--- src/rtl/imem_loader.sv ---
`default_nettype none
// ============================================================================
// Module      : imem_loader
// Description : Boot-time program loader. Assembles a byte stream
//               (4-byte LE word count, N LE payload words, 1 checksum byte)
//               into 32-bit words, writes them to instruction memory at
//               word-aligned byte addresses and holds the core until a
//               checksum-verified image is present.
// Revision    : 1.0 - initial release
// ============================================================================
module imem_loader #(
    parameter int DEPTH = 64,
    parameter int CNT_W = $clog2(DEPTH + 1)
) (
    input  logic             clk,
    input  logic             rst_n,
    input  logic [7:0]       in_data,
    input  logic             in_valid,
    output logic             in_ready,
    input  logic             start,
    output logic             imem_we,
    output logic [31:0]      imem_addr,
    output logic [31:0]      imem_wdata,
    output logic             core_hold,
    output logic             load_done,
    output logic             load_err,
    output logic [CNT_W-1:0] words_loaded
);

    typedef enum logic [2:0] {
        S_HDR  = 3'd0,
        S_DATA = 3'd1,
        S_CSUM = 3'd2,
        S_DONE = 3'd3,
        S_ERR  = 3'd4
    } state_t;

    localparam logic [31:0]      c_depth = 32'(DEPTH);
    localparam logic [CNT_W-1:0] c_one   = CNT_W'(1);

    state_t           r_state;
    state_t           w_state_next;
    logic [1:0]       r_byte_cnt;
    logic [23:0]      r_shift;      // first three bytes of the word in flight
    logic [CNT_W-1:0] r_count;      // image length N from the header
    logic [CNT_W-1:0] r_word_idx;
    logic [7:0]       r_sum;
    logic             r_imem_we;
    logic [31:0]      r_imem_addr;
    logic [31:0]      r_imem_wdata;
    logic [CNT_W-1:0] r_words_loaded;

    logic             w_accept;
    logic             w_last_byte;
    logic [31:0]      w_word_full;
    logic [CNT_W-1:0] w_idx_next;
    logic [7:0]       w_sum_next;

    assign in_ready     = (r_state == S_HDR) || (r_state == S_DATA) || (r_state == S_CSUM);
    assign core_hold    = (r_state != S_DONE);
    assign load_done    = (r_state == S_DONE);
    assign load_err     = (r_state == S_ERR);
    assign imem_we      = r_imem_we;
    assign imem_addr    = r_imem_addr;
    assign imem_wdata   = r_imem_wdata;
    assign words_loaded = r_words_loaded;

    assign w_accept     = in_valid && in_ready;
    assign w_last_byte  = (r_byte_cnt == 2'd3);
    // Newest byte lands in [31:24], so the first byte ends up in [7:0].
    assign w_word_full  = {in_data, r_shift};
    assign w_idx_next   = r_word_idx + c_one;
    assign w_sum_next   = r_sum + in_data;

    // State register.
    always_ff @(posedge clk or negedge rst_n) begin
        if (!rst_n) begin
            r_state <= S_HDR;
        end else begin
            r_state <= w_state_next;
        end
    end

    // Next-state decode: header length check, word count, checksum verdict.
    always_comb begin
        w_state_next = r_state;
        case (r_state)
            S_HDR: begin
                if (w_accept && w_last_byte) begin
                    if (w_word_full > c_depth) begin
                        w_state_next = S_ERR;
                    end else if (w_word_full == 32'd0) begin
                        w_state_next = S_CSUM;
                    end else begin
                        w_state_next = S_DATA;
                    end
                end
            end
            S_DATA: begin
                if (w_accept && w_last_byte && (w_idx_next == r_count)) begin
                    w_state_next = S_CSUM;
                end
            end
            S_CSUM: begin
                if (w_accept) begin
                    w_state_next = (w_sum_next == 8'd0) ? S_DONE : S_ERR;
                end
            end
            S_DONE, S_ERR: begin
                if (start) begin
                    w_state_next = S_HDR;
                end
            end
            default: w_state_next = S_HDR;
        endcase
    end

    // Byte assembly, payload sum, registered memory write and word counters.
    always_ff @(posedge clk or negedge rst_n) begin
        if (!rst_n) begin
            r_byte_cnt     <= 2'd0;
            r_shift        <= 24'd0;
            r_count        <= '0;
            r_word_idx     <= '0;
            r_sum          <= 8'd0;
            r_imem_we      <= 1'b0;
            r_imem_addr    <= 32'd0;
            r_imem_wdata   <= 32'd0;
            r_words_loaded <= '0;
        end else begin
            r_imem_we <= 1'b0;
            case (r_state)
                S_HDR: begin
                    if (w_accept) begin
                        r_byte_cnt <= r_byte_cnt + 2'd1;
                        r_shift    <= {in_data, r_shift[23:8]};
                        if (w_last_byte) begin
                            r_count <= w_word_full[CNT_W-1:0];
                        end
                    end
                end
                S_DATA: begin
                    if (w_accept) begin
                        r_byte_cnt <= r_byte_cnt + 2'd1;
                        r_shift    <= {in_data, r_shift[23:8]};
                        r_sum      <= w_sum_next;
                        if (w_last_byte) begin
                            r_imem_we      <= 1'b1;
                            r_imem_addr    <= {{(30-CNT_W){1'b0}}, r_word_idx, 2'b00};
                            r_imem_wdata   <= w_word_full;
                            r_word_idx     <= w_idx_next;
                            r_words_loaded <= w_idx_next;
                        end
                    end
                end
                S_DONE, S_ERR: begin
                    if (start) begin
                        r_byte_cnt     <= 2'd0;
                        r_word_idx     <= '0;
                        r_sum          <= 8'd0;
                        r_words_loaded <= '0;
                    end
                end
                default: ;
            endcase
        end
    end

endmodule
`default_nettype wire

--- config.mk ---
export PLATFORM = sky130hd
export DESIGN_NAME = imem_loader
export DESIGN_NICKNAME = d
export VERILOG_FILES = /design/src/rtl/imem_loader.sv
export SDC_FILE = /design/constraint.sdc
export NUM_CORES = 1
export LEC_CHECK = 0
export BUFFER_PORTS_ARGS = -buffer_cell sky130_fd_sc_hd__buf_2
export CAP_MARGIN = 25
export CELL_PAD_IN_SITES_DETAIL_PLACEMENT = 2
export CELL_PAD_IN_SITES_GLOBAL_PLACEMENT = 2
export CORE_MARGIN = 2
export CORE_UTILIZATION = 37
export DETAILED_ROUTE_END_ITERATION = 12
export PLACE_DENSITY = 0.92
export SKIP_CTS_REPAIR_TIMING = 1
export SLEW_MARGIN = 15
export SYNTH_ARGS = -nofsm -noshare
export SYNTH_HDL_FRONTEND = slang
export SYNTH_SLANG_ARGS = --single-unit
--- constraint.sdc ---
create_clock -name clk -period 4.9 [get_ports clk]
set_input_delay 0 -clock clk [delete_from_list [all_inputs] [get_ports clk]]
set_output_delay 0 -clock clk [all_outputs]
set_load 0.02 [all_outputs]
After elaboration in Yosys (flattened, before gate mapping)

Index checks and enable logic that the tools add are counted.

Add/sub/neg operators: 3
Order comparisons: 1
Equality and inequality tests: 14
Mux-type cells: 21
Reductions and logical operators: 19

Operators by type and width:

| kind                | count |
|---|---|
| $gt 32x7->1 const B | 1 |
| $logic_not 32->1    | 1 |
| $mux 7              | 3 |
| $mux 3              | 6 |
| $mux 8              | 2 |
| $pmux 8 s2          | 1 |
| $pmux 7 s2          | 1 |
| $pmux 3 s4          | 1 |
| $reduce_and 3->1    | 4 |
| $add 8x8->8         | 1 |
| $logic_not 8->1     | 1 |
| $ne 2x2->1 const B  | 4 |
| $reduce_and 4->1    | 2 |
| $add 7x1->7 const B | 1 |
| $eq 7x7->1          | 1 |
| $eq 3x2->1 const B  | 2 |
| $mux 2              | 3 |
| $ne 2x1->1 const B  | 3 |
| $pmux 2 s2          | 1 |
| $reduce_bool 2->1   | 2 |
| $reduce_or 2->1     | 2 |
| $eq 3x1->1 const B  | 1 |
| $eq 3x3->1 const B  | 1 |
| $logic_and 1x1->1   | 3 |
| other kinds (7)     | 10 |

Register bits: 91
Input bits: 12
Output and inout bits: 76

Depth between registers and ports, before layout

Gate-level depths: netlist of the first run.

Depth in word-level cells: 8
Mapped depth: 8
Depth with buffers taken out: 8

Least setup slack after synthesis of the first run

Ideal clock, no wire load.

Path kind: register to register
From: reg r_sum[0]
To: reg r_state[0]
Library setup time: 0.088 ns
Data arrival time: 1.951 ns
Setup slack: 2.861 ns
Stages on the path, launching flop included: 9
Buffers on the path: 0
Period minus slack after synthesis: 2.039 ns
Cells stage by stage: dfrtp_1 ha_1 fa_1 a211oi_2 nor2_1 xor2_1 nor3_1 nand4_1 a41oi_1

Word-level cells in the longest chain between the ends: 5

RTL lines:

| element                | RTL line | source |
|---|---|---|
| from (decl)            | 47       | `logic [7:0] r_sum;` |
| from (signal assigned) | 146      | `r_sum <= w_sum_next;` |
| $add 8x8->8            | 73       | `assign w_sum_next = r_sum + in_data;` |
| $logic_not 8->1        | 106      | `w_state_next = (w_sum_next == 8'd0) ? S_DONE : S_ERR;` |
| $mux 3                 | 106      |  |
| $mux 3                 | 105      | `if (w_accept) begin` |
| $pmux 3 s4             | 87       | `case (r_state)` |
| to (signal assigned)   | 80       | `r_state <= w_state_next;` |
| to (decl)              | 41       | `state_t r_state;` |

Every way passes these cells. The select of a mux whose other input is x is not followed.
A chain may end at the register's enable or synchronous reset.

Final worst setup path of the first run

From: reg r_state[2]
To: reg r_words_loaded[3], in the netlist words_loaded[3]

Word-level cells in the longest chain between the ends: 6
Elaborated cells on any way between the ends: 15
Those cells by class: eq/ne (7); mux (1); reduce/logical (7)

RTL lines:

| element                                       | RTL line | source |
|---|---|---|
| $eq 3x1->1 or $logic_not 3->1 (tied branches) | 59, 132  |  |
| $logic_or 1x1->1 (2 in a row)                 | 59       | `assign in_ready = (r_state == S_HDR) \|\| (r_state == S_DATA) \|\| (r_state == S_CSUM);` |
| $logic_and 1x1->1                             | 68       | `assign w_accept = in_valid && in_ready;` |
| $ne 2x2->1 (no line)                          | -        |  |
| $reduce_and 4->1 (no line)                    | -        |  |
| to (signal assigned)                          | 152      | `r_words_loaded <= w_idx_next;` |
| to (decl)                                     | 51       | `logic [CNT_W-1:0] r_words_loaded;` |

Parallel ways exist; a longest one is shown, timed or not.

==> run metrics, run 1 <==
status=completed; CP bufs+invs=2; M1 WL=5710 µm; stages on the worst setup path=7; VDD IR max=0.207 mV; critical-path maximum fanout=47; Critical Path Max Stage Delay=0.62 ns; Netlist cell types=50; GRT Util Overall=20.8%; drt drc=0; Post-Syn Area per Cell=9.93 µm²; core box area=11,900 µm²; Detailed Route WL=13,100 µm; ys async rst share=100%; Yosys warnings=0; port bufs=62; Final Max Slew Viols=0; RSZ-0062 raised after global routing=no; PwrDens=623 nW/µm²; CTS Buffer Depth=2; Clk Latency, worst-skew pair=0.35 ns; register bit total from synthesis=91; WL/cell=19.6 µm; I/O pin cnt=88; DIE AREA=13,000 µm²; Crit path max-delay family=buffers and inverters; grt total ovfl=0; fmax=396 MHz; top_reg_cell synth=dfrtp_1; Initial Utilization=37.6%; Final setup viols=0; Inserted Clock Buffers=9; number of DRC markers in iteration 0=173; ratio of cells with drive above 1 in the final layout=23.6%; met2 WL=7010 µm; CP Class=reg2reg; Rows=40; R2R Path End=words_loaded[3]$_DFFE_PN0P_; CTS tree=done; # Max-Cap Violations=0; number of synthesized flops with an enable pin=0; total power=3.24 mW; worst r2r src=r_state[2]$_DFFE_PN0P_; width of the die=114 µm; Hold WC Path Type=in2reg; Worst EP arrival=2.78 ns; mapped cell area=4480 µm²; first-pass GRT wire length=21,000 µm; Setup crit start=r_state[2]$_DFFE_PN0P_; slew margin rel.=48.1%; gpl congestion=0.772; Fin. Hold Viols=0; Sum Neg Setup Slack=0 ns; measured slew at the worst slew-check pin=0.779 ns; Top Metal Used=met4; Worst path slowest cell=inv_2; routed vias/inst=5.22; largest net degree at the start of global routing=51; Die Ht=114 µm; depth of the most critical reg-to-reg path=7; DP HPWL=8650 µm; antenna violations before repair=0; WL met3=300 µm; worst endpoint required time=5.16 ns; # nets final=538; Leakage=2.64 nW; worst-path cell chain=nand2b_1 > nor2_1 > nand3_2 > buf_4 > inv_2 > nand2_1 > o21ai_0; vias in the first global route=3,859; register area share after synthesis=50.9%; Crit. End Element=flop; Final Skew=0.00818 ns; DR vias=3,487; first drt pass iteration count=4; Tmin final=2.53 ns; CTS clk-pin slew, worst paths=0.07 ns; Clock Sinks=91; Routed Antenna Nets=0; # diodes=0; synthesis-to-layout area growth=16.0%; CP Launch Type=flop; r2r setup slk=2.37 ns; CP endpoint=words_loaded[3]$_DFFE_PN0P_; Root Driver=clkbuf_16; Syn Inst Count=451; Final Cycle Share=51.5%; H-tree depth=3
[tightest hold or removal path, delay by kind of cell]
| family | cells | cell delay [ns] |
|---|---|---|
| AOI/OAI and AO/OA | 2 | 0.16 |
| buffers and inverters | 1 | 0.15 |
| and+or+nand+nor | 1 | 0.06 |
[synth_stat cells (2+ instances only)]
library cell | instances | share of area (%)
buf_2 | 4 | 0.45
a21oi_1 | 9 | 1.0
nand4_1 | 2 | 0.28
inv_1 | 5 | 0.42
a22o_1 | 8 | 1.6
nor4_1 | 7 | 0.98
buf_6 | 2 | 0.50
clkbuf_1 | 4 | 0.34
nor3_1 | 6 | 0.67
buf_1 | 4 | 0.34
mux2_2 | 33 | 8.3
and3_1 | 3 | 0.42
xor2_1 | 6 | 1.2
nor2b_1 | 7 | 0.98
a41oi_1 | 2 | 0.39
xnor2_1 | 8 | 1.6
ha_1 | 9 | 2.5
nand3_1 | 6 | 0.67
nand2_1 | 131 | 11
o21ai_1 | 2 | 0.22
or4_1 | 2 | 0.34
nor2_1 | 21 | 1.8
nand2b_1 | 2 | 0.28
o21ai_0 | 17 | 1.9
dfrtp_1 | 91 | 51
o31ai_1 | 3 | 0.50
o22ai_1 | 2 | 0.28
buf_4 | 30 | 5.0
nor3b_1 | 4 | 0.67
[routing by layer]
metal	track usage, %	vias up
met5	0	-
met2	37.5	58
met4	5.04	0
met1	26.1	1821
met3	3.45	7
li1	-	1601
[metrics by stage]
step | hold WS (ns) | util, % | worst slack [ns] | cell area, µm² | std cells
after floorplan | -0.296 | - | 2.86 | 4570 | 475
after global placement | 0.0252 | 40.3 | 2.57 | 4800 | 643
after detailed placement | 0.0402 | 40.3 | 2.45 | 4800 | 643
after CTS | -0.340 | 42.9 | 2.32 | 5100 | 659
after global routing | 0.111 | 43.6 | 2.11 | 5190 | 668
final | 0.0731 | 43.6 | 2.37 | 5190 | 668
[layout make-up]
class / count / area (µm²)
multi-input combinational: 334 / 1980
clock inverter: 7 / 82.6
fill: 1322 / 6720
sequential: 91 / 2280
tap: 147 / 184
timing repair buffer: 74 / 425
inverter: 6 / 22.5
clock buffer: 9 / 225
[worst min-delay path by stage]
stage | startpoint | to | depth (start not counted)
finish | start | r_byte_cnt[1]$_DFFE_PN0P_ | 4
global route | start | r_byte_cnt[1]$_DFFE_PN0P_ | 4
CTS | rst_n | imem_wdata[9]$_DFFE_PN0P_ | 1
detailed placement | rst_n | imem_wdata[3]$_DFFE_PN0P_ | 1
global placement | rst_n | imem_wdata[3]$_DFFE_PN0P_ | 1
floorplan | rst_n | imem_addr[2]$_DFFE_PN0P_ | 0
[logic make-up (layout without fill, tap and decap cells)]
| logic type | after synthesis | in the layout | synth area share [%] |
|---|---|---|---|
| and+or+nand+nor | 197 | 197 | 19.1 |
| adders and majority gates | 10 | 10 | 2.96 |
| DFF | 91 | 91 | 50.9 |
| buffers and inverters | 50 | 96 | 7.15 |
| other | 1 | 25 | 0.0837 |
| AOI/OAI and AO/OA | 55 | 55 | 8.77 |
| muxes | 33 | 33 | 8.30 |
| xor gates and xnor gates | 14 | 14 | 2.74 |
[power breakdown]
part	switching [mW]	internal [mW]	total (mW)	leakage, nW
sequential	0.306	1.03	1.33	1.18
combinational	0.695	0.481	1.18	1.32
clock	0.324	0.404	0.728	0.145
[flip-flops by register name (all words and copies together) (netlist names)]
register	cells
r_byte_cnt	2
r_shift	24
r_count	7
r_state	3
imem_we	1
imem_addr	7
words_loaded	7
imem_wdata	32
r_sum	8
[cells in the final DEF (no fill, tap or decap), types with 6 or more instances in the layout]
master	n
nand2_1	131
dfrtp_1	91
buf_2	61
mux2_2	33
conb_1	25
nor2_1	21
o21ai_0	17
a21oi_1	9
ha_1	9
clkbuf_16	9
dlygate4sd3_1	9
a22o_1	8
xnor2_1	8
nor4_1	7
nor2b_1	6
nor3_1	6
xor2_1	6
No activity file was read; power rests on OpenSTA's default activity.
==> inputs of run 2 (changes only) <==
--- a/config.mk
+++ b/config.mk
@@ -10,9 +10,9 @@
 export CELL_PAD_IN_SITES_DETAIL_PLACEMENT = 2
 export CELL_PAD_IN_SITES_GLOBAL_PLACEMENT = 2
 export CORE_MARGIN = 2
-export CORE_UTILIZATION = 37
+export CORE_UTILIZATION = 31
 export DETAILED_ROUTE_END_ITERATION = 12
-export PLACE_DENSITY = 0.92
+export PLACE_DENSITY = 0.83
 export SKIP_CTS_REPAIR_TIMING = 1
 export SLEW_MARGIN = 15
 export SYNTH_ARGS = -nofsm -noshare
==> constraint.sdc (replaced) <==
create_clock -name clk -period 2.31 [get_ports clk]
set_input_delay 0 -clock clk [delete_from_list [all_inputs] [get_ports clk]]
set_output_delay 0 -clock clk [all_outputs]
set_load 0.02 [all_outputs]
==> run metrics, run 2 (same netlist as run 1, synthesis figures left out) <==
Clk Latency, worst-skew pair=0.35 ns (about the same); CTS clk-pin slew, worst paths=0.07 ns (about the same); GRT Util Overall=17.2% (was 20.8%); synthesis-to-layout area growth=18.4% (was 16.0%); critical-path maximum fanout=2 (was 47); CTS tree=done (unchanged); Routed Antenna Nets=0 (unchanged); Sum Neg Setup Slack=0 ns (unchanged); CP Launch Type=flop (unchanged); width of the die=124 µm (was 114 µm); VDD IR max=0.608 mV (was 0.207 mV); PwrDens=1270 nW/µm² (was 623 nW/µm²); vias in the first global route=3,854 (was 3,859); Crit. End Element=flop (unchanged); RSZ-0062 raised after global routing=yes (was no); Rows=43 (was 40); Detailed Route WL=12,200 µm (was 13,100 µm); measured slew at the worst slew-check pin=0.556 ns (was 0.779 ns); Root Driver=clkbuf_16 (unchanged); Largest register FFs=32 (unchanged); # nets final=543 (was 538); Die Ht=124 µm (was 114 µm); core box area=14,000 µm² (was 11,900 µm²); Initial Utilization=32.0% (was 37.6%); I/O pin cnt=88 (unchanged); Final Max Slew Viols=0 (unchanged); status=completed (unchanged); # Max-Cap Violations=0 (unchanged); gpl congestion=0.758 (was 0.772); CP Class=reg2reg (unchanged); routed vias/inst=4.99 (was 5.22); largest net degree at the start of global routing=53 (was 51); DR vias=3,524 (was 3,487); number of DRC markers in iteration 0=126 (was 173); Worst EP arrival=2.51 ns (was 2.78 ns); Clock Sinks=91 (unchanged); Tmin final=2.24 ns (was 2.53 ns); multi-input logic area=2010 µm² (was 1980 µm²); Final Cycle Share=97.1% (was 51.5%); slew margin rel.=62.9% (was 48.1%); Reg area=2280 µm² (unchanged); port bufs=62 (unchanged); Final setup viols=0 (unchanged); dpl ws=-0.000626 ns (was 2.45 ns); # diodes=0 (unchanged); Fin. Hold Viols=0 (unchanged); antenna violations before repair=0 (unchanged); fmax=446 MHz (was 396 MHz); Final Skew=0.00811 ns (was 0.00818 ns); H-tree depth=3 (unchanged); ratio of cells with drive above 1 in the final layout=25.3% (was 23.6%); leading cell types in the layout, fill and taps excluded=nand2_1 (131), dfrtp_1 (91), buf_2 (61) (unchanged); first drt pass iteration count=4 (unchanged); total power=6.73 mW (was 3.24 mW); CTS Buffer Depth=2 (unchanged); Leakage=2.66 nW (was 2.64 nW); worst endpoint required time=2.57 ns (was 5.16 ns); post-route setup slack=0.0669 ns (was 2.37 ns); Inserted Clock Buffers=9 (unchanged); most common cell after layout, fill and taps aside=nand2_1 (unchanged); # fillers=1,548 (was 1,322); grt total ovfl=0 (unchanged); Hold WC Path Type=in2reg (unchanged); drt drc=0 (unchanged); DIE AREA=15,400 µm² (was 13,000 µm²); first-pass GRT wire length=20,400 µm (was 21,000 µm); WL/cell=17.3 µm (was 19.6 µm); DP HPWL=8750 µm (was 8650 µm)
==> run 2: layer usage <==
| metal | GRT usage [%] | up-vias | wire [µm] |
|---|---|---|---|
| met5 | 0 | - | 0 |
| met4 | 5.20 | 0 | 140 |
| met3 | 3.75 | 11 | 407 |
| met2 | 30.4 | 68 | 6390 |
| met1 | 21.0 | 1828 | 5260 |
| li1 | - | 1617 | - |
==> run 2: metrics by stage <==
stage | instance area [µm²] | std cells | hold WS [ns] | util, %
6_report | 5300 | 706 | 0.0868 | 37.9
5_1_grt | 5300 | 706 | 0.109 | 37.9
4_1_cts | 5180 | 697 | -0.342 | 37.0
3_5_place_dp | 4900 | 681 | 0.0364 | 35.0
3_3_place_gp | 4900 | 681 | 0.0171 | 35.0
2_1_floorplan | 4570 | 475 | -0.296 | -
==> run 2: critical path: stages, from the launching register on <==
cell     delay (ns)
dfrtp_1        0.39
ha_2           0.20
fa_2           0.37
xor2_1         0.20
nor3_1         0.19
nand2_1        0.10
nor3_2         0.24
nand4_1        0.21
a41oi_2        0.25
==> run 2: worst paths after layout <==
path                                               start                    endpoint  slack (ns)  cells past startpoint
worst max-delay path                r_sum[0]$_DFFE_PN0P_      r_state[0]$_DFFE_PN0P_        0.07                      8
worst min-delay path                               start   r_byte_cnt[1]$_DFFE_PN0P_        0.09                      4
worst max register to register      r_sum[0]$_DFFE_PN0P_      r_state[0]$_DFFE_PN0P_        0.07                      8
worst min register to register  imem_addr[2]$_DFFE_PN0P_    imem_addr[2]$_DFFE_PN0P_        0.48                      2
max in group asynchronous                          rst_n    imem_addr[2]$_DFFE_PN0P_        1.43                      3
min in group asynchronous                          rst_n  imem_wdata[18]$_DFFE_PN0P_        0.19                      2
==> run 2: power by group <==
part	switching, mW	internal [mW]	leakage [nW]	total (mW)
registers	0.585	2.18	1.18	2.76
clock network	0.641	0.768	0.133	1.41
logic	1.47	1.08	1.35	2.56
total	2.70	4.03	2.66	6.73
==> run 2: cell type report <==
type	instances	share of cell area (%)
flip-flops and latches	91	42.9
clock buffers	12	4.65
inverters	6	0.425
multi-input cells	334	37.9
clock inverters	4	0.637
repair buffers	79	9.20
well taps	180	4.25
==> inputs of run 3 (changes only) <==
--- a/config.mk
+++ b/config.mk
@@ -7,10 +7,8 @@
 export LEC_CHECK = 0
 export BUFFER_PORTS_ARGS = -buffer_cell sky130_fd_sc_hd__buf_2
 export CAP_MARGIN = 25
-export CELL_PAD_IN_SITES_DETAIL_PLACEMENT = 2
-export CELL_PAD_IN_SITES_GLOBAL_PLACEMENT = 2
 export CORE_MARGIN = 2
-export CORE_UTILIZATION = 31
+export CORE_UTILIZATION = 50
 export DETAILED_ROUTE_END_ITERATION = 12
 export PLACE_DENSITY = 0.83
 export SKIP_CTS_REPAIR_TIMING = 1
==> run metrics, run 3 (same netlist as run 1, synthesis figures left out) <==
Sum Neg Setup Slack=0 ns (unchanged); Crit path max-delay family=adder cells (was simple AND/OR/NAND/NOR gates); width of the die=98.6 µm (was 124 µm); I/O pin cnt=88 (unchanged); VDD IR max=0.624 mV (was 0.608 mV); Final Max Slew Viols=0 (unchanged); HP Start=start (unchanged); Reg area=2280 µm² (unchanged); post-route setup slack=0.0837 ns (was 0.0669 ns); gpl congestion=0.869 (was 0.758); Die Ht=98.6 µm (was 124 µm); Area after DPL=4810 µm² (was 4900 µm²); most common cell after layout, fill and taps aside=nand2_1 (unchanged); drt drc=0 (unchanged); Worst path slowest cell=dfrtp_1 (unchanged); Setup crit start=r_sum[0]$_DFFE_PN0P_ (unchanged); status=completed (unchanged); critical-path maximum fanout=2 (unchanged); # nets final=544 (was 543); DP HPWL=6710 µm (was 8750 µm); Fin Hold WS=0.0491 ns (was 0.0868 ns); Largest register FFs=32 (unchanged); Clk Latency, worst-skew pair=0.37 ns (was 0.35 ns); core box area=8720 µm² (was 14,000 µm²); CTS clk-pin slew, worst paths=0.10 ns (was 0.07 ns); Final Cycle Share=96.4% (was 97.1%); first-pass GRT wire length=15,900 µm (was 20,400 µm); Fin. Hold Viols=0 (unchanged); # diodes=0 (unchanged); fmax=449 MHz (was 446 MHz); leading cell types in the layout, fill and taps excluded=nand2_1 (131), dfrtp_1 (91), buf_2 (61) (unchanged); Post-Place Cells=609 (was 681); vias in the first global route=3,337 (was 3,854); CTS tree=done (unchanged); # fillers=752 (was 1,548); Leakage=2.62 nW (was 2.66 nW); CP Launch Type=flop (unchanged); synthesis-to-layout area growth=14.2% (was 18.4%); H-tree depth=3 (unchanged); met3 Track Usage GR=5.74% (was 3.75%); first drt pass iteration count=4 (unchanged); dpl ws=0.0674 ns (was -0.000626 ns); Clock Sinks=91 (unchanged); CTS Buffer Depth=2 (unchanged); CP Class=reg2reg (unchanged); PwrDens=1220 nW/µm² (was 1270 nW/µm²); GRT Util Overall=20.3% (was 17.2%); CP bufs+invs=1 (was 0); Layout Cells excl Fill=635 (was 706); ratio of cells with drive above 1 in the final layout=25.0% (was 25.3%); Final Cell Area=5120 µm² (was 5300 µm²); Root Driver=clkbuf_8 (was clkbuf_16); DIE AREA=9730 µm² (was 15,400 µm²); Critical Path Max Stage Delay=0.40 ns (was 0.39 ns); # Max-Cap Violations=0 (unchanged); routed vias/inst=5.40 (was 4.99); Hold WC Path Type=in2reg (unchanged); worst endpoint required time=2.59 ns (was 2.57 ns); grt met2 use=33.9% (was 30.4%); grt peak-use layer=met2 (unchanged); largest net degree at the start of global routing=92 (was 53); grt total ovfl=0 (unchanged); worst-path cell chain=ha_1 > fa_2 > a211oi_2 > buf_4 > or4_1 > nand3_1 > nor2_2 > nand4_1 > a41oi_2 (was ha_2 > fa_2 > xor2_1 > nor3_1 > nand2_1 > nor3_2 > nand4_1 > a41oi_2); Rows=34 (was 43); Crit. End Element=flop (unchanged); antenna violations before repair=0 (unchanged); Routed Antenna Nets=0 (unchanged); utilization after layout=58.7% (was 37.9%); WL/cell=15.2 µm (was 17.3 µm); Initial Utilization=51.3% (was 32.0%); Final Skew=0.0136 ns (was 0.00811 ns); Inserted Clock Buffers=9 (unchanged); Detailed Route WL=9640 µm (was 12,200 µm); total power=6.24 mW (was 6.73 mW); met1 Resource Use GR=26.3% (was 21.0%); DR vias=3,429 (was 3,524); multi-input logic area=1990 µm² (was 2010 µm²); port bufs=62 (unchanged); Final setup viols=0 (unchanged); Worst EP arrival=2.51 ns (about the same); number of DRC markers in iteration 0=209 (was 126); Tmin final=2.23 ns (was 2.24 ns); worst r2r src=r_sum[0]$_DFFE_PN0P_ (unchanged)
-- run 3: cell count changes in the layout (fill, tap and decap cells not counted), moves of 2 or more --
cell       previous run  this run
inv_8                 0         2
clkbuf_1              2         0
clkbuf_16             9         0
clkbuf_8              1         9
-- run 3: worst reg2reg max path: cells and delay by family, from the launching register on --
family	cells	cell delay (ns)
AO/OA/AOI/OAI	2	0.48
flip-flops	1	0.40
AND/OR/NAND/NOR	4	0.53
buffers and inverters	1	0.15
adder cells (fa/ha/maj)	2	0.60
-- run 3: final timing paths --
kind / end / slack (ns) / depth (start not counted)
min in group asynchronous: imem_wdata[31]$_DFFE_PN0P_ / 0.22 / 3
setup reg to reg: r_state[0]$_DFFE_PN0P_ / 0.08 / 9
hold / removal: r_byte_cnt[1]$_DFFE_PN0P_ / 0.05 / 4
setup / recovery: r_state[0]$_DFFE_PN0P_ / 0.08 / 9
hold reg to reg: imem_wdata[12]$_DFFE_PN0P_ / 0.48 / 2
max in group asynchronous: r_count[4]$_DFFE_PN0P_ / 1.73 / 3
-- run 3: power by group --
part           total, mW  leakage [nW]  switching (mW)  internal (mW)
combinational       2.48          1.35            1.40           1.07
clock               1.05        0.0926           0.634          0.420
sequential          2.71          1.18           0.541           2.17
-- run 3: final cells by class --
class | count | share of cell area (%)
sequential | 91 | 44.5
multi-input combinational | 334 | 38.9
timing repair buffer | 80 | 9.68
tap | 108 | 2.64
clock buffer | 9 | 2.42
clock inverter | 7 | 1.39
inverter | 6 | 0.440
-- run 3: per-layer routing --
| layer | up-vias | part of all wire, % |
|---|---|---|
| li1 | 1619 | - |
| met1 | 1701 | 43 |
| met2 | 100 | 51 |
| met3 | 9 | 4.8 |
| met4 | 0 | 0.64 |
| met5 | - | 0 |
